==> src/rtl/usb_tx_pkg.sv <==
// Shared types and constants for the USB 1.x transmit line encoder.
// Line states, per-period classification and the NRZI flip helper.
package usb_tx_pkg;

    typedef enum logic [1:0] {
        LS_J   = 2'd0,
        LS_K   = 2'd1,
        LS_SE0 = 2'd2
    } line_state_t;

    typedef enum logic [1:0] {
        PT_DATA  = 2'd0,
        PT_STUFF = 2'd1,
        PT_EOP   = 2'd2,
        PT_IDLE  = 2'd3
    } period_t;

    localparam int STUFF_LIMIT          = 6;
    localparam int DEFAULT_CLKS_PER_BIT = 8;
    localparam logic [3:0] BYTE_BITS    = 4'd8;

    function automatic line_state_t nrzi_flip(input line_state_t ls);
        return (ls == LS_J) ? LS_K : LS_J;
    endfunction

endpackage

==> src/rtl/tx_bit_timer.sv <==
// Bit-period timer: counts clk cycles within one USB bit period and
// produces the bit_start / bit_done strobes for the line encoder.
module tx_bit_timer
    import usb_tx_pkg::*;
#(
    parameter int CLKS_PER_BIT = DEFAULT_CLKS_PER_BIT
) (
    input  logic       clk,
    input  logic       n_rst,
    input  logic       timer_en,
    input  logic       timer_clr,
    output logic [3:0] pd_count,
    output logic       bit_start,
    output logic       bit_done
);

    localparam logic [3:0] PD_LAST = 4'(CLKS_PER_BIT - 1);

    logic [3:0] pd_count_q, pd_count_d;

    always_comb begin
        pd_count_d = pd_count_q;
        if (timer_clr) begin
            pd_count_d = '0;
        end else if (timer_en) begin
            pd_count_d = (pd_count_q == PD_LAST) ? 4'd0 : pd_count_q + 4'd1;
        end
    end

    always_ff @(posedge clk or negedge n_rst) begin
        if (!n_rst) begin
            pd_count_q <= '0;
        end else begin
            pd_count_q <= pd_count_d;
        end
    end

    assign pd_count  = pd_count_q;
    assign bit_start = timer_en && (pd_count_q == 4'd0);
    assign bit_done  = timer_en && !timer_clr && (pd_count_q == PD_LAST);

endmodule

==> src/rtl/tx_line_encoder.sv <==
// USB 1.x transmit serialiser: LSB-first shifter, NRZI, EOP (SE0) drive.
// Bit stuffing is built only when TX_BIT_STUFF_EN is defined.
//
// period_q | meaning
// PT_DATA  | current period carries a data bit; shifts on bit_done
// PT_STUFF | inserted stuff bit; no shift, no count on bit_done
// PT_EOP   | SE0 period; shifter and bit count frozen
// PT_IDLE  | J period following SE0; shifter and bit count frozen
module tx_line_encoder
    import usb_tx_pkg::*;
#(
    parameter int CLKS_PER_BIT = DEFAULT_CLKS_PER_BIT
) (
    input  logic       clk,
    input  logic       n_rst,
    input  logic       timer_en,
    input  logic       timer_clr,
    input  logic       load_en,
    input  logic [7:0] data_to_send,
    input  logic       send_eop,
    output logic       dp_out,
    output logic       dm_out,
    output logic       bit_done,
    output logic       byte_done,
    output logic [3:0] pd_count,
    output logic [3:0] bit_count,
    output logic       stuff_bit
);

    logic        bit_start;
    logic        stuff_now;
    logic        data_period_done;
    line_state_t line_q, line_d;
    line_state_t nrzi_q, nrzi_d;
    period_t     period_q, period_d;
    logic [7:0]  shreg_q, shreg_d;
    logic [3:0]  bit_count_q, bit_count_d;

    tx_bit_timer #(
        .CLKS_PER_BIT(CLKS_PER_BIT)
    ) u_timer (
        .clk       (clk),
        .n_rst     (n_rst),
        .timer_en  (timer_en),
        .timer_clr (timer_clr),
        .pd_count  (pd_count),
        .bit_start (bit_start),
        .bit_done  (bit_done)
    );

    assign data_period_done = bit_done && (period_q == PT_DATA);

`ifdef TX_BIT_STUFF_EN
    logic [2:0] ones_q, ones_d;

    assign stuff_now = (ones_q == 3'(STUFF_LIMIT));

    always_comb begin
        ones_d = ones_q;
        if (bit_start) begin
            if (send_eop || line_q == LS_SE0) begin
                ones_d = '0;
            end else if (!stuff_now) begin
                ones_d = shreg_q[0] ? ones_q + 3'd1 : 3'd0;
            end
        end
        if (bit_done && period_q == PT_STUFF) begin
            ones_d = '0;
        end
        if (timer_clr) begin
            ones_d = '0;
        end
    end

    always_ff @(posedge clk or negedge n_rst) begin
        if (!n_rst) begin
            ones_q <= '0;
        end else begin
            ones_q <= ones_d;
        end
    end
`else
    assign stuff_now = 1'b0;
`endif

    always_ff @(posedge clk or negedge n_rst) begin
        if (!n_rst) begin
            line_q      <= LS_J;
            nrzi_q      <= LS_J;
            period_q    <= PT_IDLE;
            shreg_q     <= 8'hFF;
            bit_count_q <= '0;
        end else begin
            line_q      <= line_d;
            nrzi_q      <= nrzi_d;
            period_q    <= period_d;
            shreg_q     <= shreg_d;
            bit_count_q <= bit_count_d;
        end
    end

    always_comb begin
        line_d      = line_q;
        nrzi_d      = nrzi_q;
        period_d    = period_q;
        shreg_d     = shreg_q;
        bit_count_d = bit_count_q;

        if (bit_start) begin
            if (send_eop) begin
                line_d   = LS_SE0;
                nrzi_d   = LS_J;
                period_d = PT_EOP;
            end else if (line_q == LS_SE0) begin
                line_d   = LS_J;
                nrzi_d   = LS_J;
                period_d = PT_IDLE;
            end else if (stuff_now) begin
                nrzi_d   = nrzi_flip(nrzi_q);
                line_d   = nrzi_d;
                period_d = PT_STUFF;
            end else begin
                nrzi_d   = shreg_q[0] ? nrzi_q : nrzi_flip(nrzi_q);
                line_d   = nrzi_d;
                period_d = PT_DATA;
            end
        end

        if (data_period_done) begin
            shreg_d = {1'b1, shreg_q[7:1]};
            if (bit_count_q != BYTE_BITS) begin
                bit_count_d = bit_count_q + 4'd1;
            end
        end

        // A load landing on the final bit_done of a byte takes priority
        if (load_en) begin
            shreg_d     = data_to_send;
            bit_count_d = '0;
        end
        if (timer_clr) begin
            bit_count_d = '0;
        end
    end

    always_comb begin
        dp_out = 1'b1;
        dm_out = 1'b0;
        case (line_q)
            LS_K: begin
                dp_out = 1'b0;
                dm_out = 1'b1;
            end
            LS_SE0: begin
                dp_out = 1'b0;
                dm_out = 1'b0;
            end
            default: begin
                dp_out = 1'b1;
                dm_out = 1'b0;
            end
        endcase
        byte_done = data_period_done && (bit_count_q == BYTE_BITS - 4'd1);
`ifdef TX_BIT_STUFF_EN
        stuff_bit = (period_q == PT_STUFF);
`else
        stuff_bit = 1'b0;
`endif
    end

    assign bit_count = bit_count_q;

endmodule
==> config.mk <==
export PLATFORM = sky130hd
export DESIGN_NAME = tx_line_encoder
export DESIGN_NICKNAME = d
export VERILOG_FILES = /design/src/rtl/usb_tx_pkg.sv /design/src/rtl/tx_bit_timer.sv /design/src/rtl/tx_line_encoder.sv
export SDC_FILE = /design/constraint.sdc
export NUM_CORES = 1
export LEC_CHECK = 0
export ABC_AREA = 1
export CAP_MARGIN = 25
export CORE_MARGIN = 5
export CORE_UTILIZATION = 29
export DETAILED_ROUTE_END_ITERATION = 10
export GPL_TIMING_DRIVEN = 0
export PLACE_DENSITY = 0.51
export SLEW_MARGIN = 20
export SYNTH_ARGS = -nofsm -noshare
export SYNTH_HDL_FRONTEND = slang
export SYNTH_SLANG_ARGS = --single-unit
export TNS_END_PERCENT = 10
==> constraint.sdc <==
create_clock -name clk -period 1.6 [get_ports clk]
set_clock_uncertainty 0.05 [all_clocks]
set_input_delay 0.24 -clock clk [delete_from_list [all_inputs] [get_ports clk]]
set_output_delay 0.24 -clock clk [all_outputs]
set_load 0.05 [all_outputs]
==> results.json <==
{
  "finalCritPeriodShare": 1.11,
  "grt_pass1_vias": 1111,
  "hold_viol_final": 0,
  "clkSinkCount": 21,
  "initial_utilization": 0.299,
  "antenna_found_initial": 0,
  "synth_edf_count": 0,
  "synth_area_leaders": "dfrtp_1 (21%), dfstp_2 (20%), nand2_1 (12%)",
  "die_w_microns": 76.7,
  "yosysTopAreaCell": "dfrtp_1",
  "synthArstFlopShare": 1.00,
  "max_freq_mhz": 561,
  "ys_top_cells_by_count": "nand2_1 (40), inv_1 (17), nand3_1 (15)",
  "syn_area_per_cell_sq_um": 8.55,
  "wl_microns": 2780,
  "gp_congestion": 0.795,
  "required_ns": 1.31,
  "firstDrtPassIters": 4,
  "cts_root_buffer": "clkbuf_8",
  "multiInputGateArea_sq_um": 673,
  "synth.cell_area_sq_um": 1290,
  "yosysSeqAreaShare": 0.417,
  "preCtsSetupSlack_ns": -0.963,
  "ios": 27,
  "power_density_nw_per_um2": 759,
  "coreArea_sq_um": 4320,
  "synth-main-ff-cell": "dfrtp_1",
  "setup_viol": 2,
  "rr_startpoint": "u_timer.pd_count[1]",
  "reg2reg_depth": 8,
  "yosysTopAreaCellShare": 0.213,
  "num_rows": 24,
  "numCtsBuffers": 3,
  "violations": "negative setup slack",
  "via_per_inst": 4.57,
  "dpl.hpwl_microns": 2120,
  "tritoncts": "built",
  "syn_nets": 171,
  "clk_latency_ns": 0.26,
  "grt_overflow_total": 0,
  "path_clk_slew_ns": 0.08,
  "ant_nets": 0,
  "drc": 0,
  "power_uw": 1320,
  "status": "complete, but fails checks",
  "num_vias": 1102,
  "start_kind": "input port",
  "worst_slack_ns": -0.182,
  "nets": 210,
  "wl_per_cell_microns": 11.5,
  "ys_types": 29,
  "track_usage": 0.102,
  "io_buffer_count": 25,
  "synth_cells": 151,
  "fin_setup_tns_ns": -0.252,
  "crit_fanout": 6,
  "crit_start": "timer_en",
  "diodes": 0,
  "critPathCaptureType": "output port",
  "seq_area_sq_um": 543,
  "ys_ff_latch": 21,
  "crit_arrival_ns": 1.49,
  "rsz0062_at_grt": "true",
  "die_h_microns": 76.7,
  "yosysWarningCount": 0,
  "period_minus_slack_ns": 1.78,
  "drv_cap": 0,
  "fillers": 449,
  "drt_iter0_drc": 32,
  "drive_gt1_frac": 0.312,
  "cts-htree-levels": 1,
  "critPathKind": "input port to output port",
  "syn_to_final_growth_pct": 35.0,
  "grt_max_degree": 22,
  "hp-class": "input port to asynchronous set/reset pin",
  "dieArea_sq_um": 5890,
  "grt_pass1_wl_microns": 5000,
  "drv_slew": 0,
  "vdd_drop_max_mv": 0.292,
  "clk_path_buf_depth": 2,
  "synth_most_common_cell": "nand2_1",
  "leakage_uw": 0.000832
}
[where the power goes]
group / internal (uW) / leakage, uW / total [uW] / switching, uW
clock: 173 / 0.0000255 / 349 / 175
sequential: 603 / 0.000246 / 643 / 40.2
combinational: 124 / 0.000560 / 332 / 208
[repair_timing]
action                                  in CTS  in global routing
endpoints found under the hold margin        0                 11
pin swaps                                    0                  5
endpoints found under the setup margin      12                  7
setup buffers                                1                  7
resized for setup                           32                 10
hold buffers                                 0                  1
[area by class of cell]
class,count,share of cell area
Multi-Input combinational cell,107,0.386
Timing Repair Buffer,34,0.177
Clock buffer,3,0.0237
Tap cell,52,0.0373
Inverter,19,0.0409
Buffer,4,0.0208
Clock inverter,1,0.00287
Sequential cell,21,0.312
[per-stage QoR]
step / util / cell area [sq um] / hold WS, ns / cells
after floorplan: - / 1320 / -0.106 / 151
after global placement: 0.377 / 1630 / 0.429 / 228
after detailed placement: 0.377 / 1630 / 0.433 / 228
after CTS: 0.387 / 1670 / 0.446 / 233
after global routing: 0.403 / 1740 / 0.457 / 241
final: 0.403 / 1740 / 0.417 / 241
[cell families after synthesis]
logic type / count (synthesis) / share of synthesized area
other: 1 / 0.00290
XOR/XNOR: 3 / 0.0204
AND/OR/NAND/NOR: 84 / 0.339
adder cells (fa/ha/maj): 6 / 0.0581
flip-flops: 21 / 0.417
buffers and inverters: 23 / 0.0833
AO/OA/AOI/OAI: 13 / 0.0795
[layout by cell type (no fill, tap or decap), drive strengths merged, types with 2 or more instances in the layout]
master,count
nand2,45
nand3,20
inv,19
buf,14
clkdlybuf4s50,11
nor2,11
dfrtp,11
dfstp,10
dlygate4sd2,6
ha,6
clkbuf,6
o21ai,5
o211ai,4
nor3,3
nand4,3
clkdlybuf4s15,3
xnor2,2
o22ai,2
[worst max-delay path: stages]
cell and delay (ns):
clkdlybuf4s50_1 0.56, nand2_4 0.09, inv_2 0.10, nand3_4 0.11
buf_12 0.15, nor2_4 0.09, buf_8 0.15
[metal layers]
| metal | routed length (microns) | share of wire | GRT usage | vias to the layer above |
|---|---|---|---|---|
| li1 | - | - | - | 565 |
| met1 | 1280 | 0.46 | 0.127 | 516 |
| met2 | 1360 | 0.49 | 0.164 | 17 |
| met3 | 107 | 0.039 | 0.0222 | 4 |
| met4 | 30 | 0.011 | 0.0507 | 0 |
| met5 | 0 | 0 | 0 | - |
[state kept, by name (all words and copies together) (netlist names)]
| name | cells |
|---|---|
| bit_count | 4 |
| u_timer.pd_count | 4 |
| period_q | 2 |
| nrzi_q | 1 |
| line_q | 2 |
| shreg_q | 8 |
[final timing paths]
check / slack [ns] / end
worst min-delay path: 0.42 / bit_count[0]
min in group clk: 0.44 / shreg_q[7]
worst max-delay path: -0.18 / byte_done
worst max register to register: 0.14 / line_q[0]
worst min register to register: 0.44 / shreg_q[7]
max in group asynchronous: 0.72 / u_timer.pd_count[3]
(Power assumes the default switching activity.)
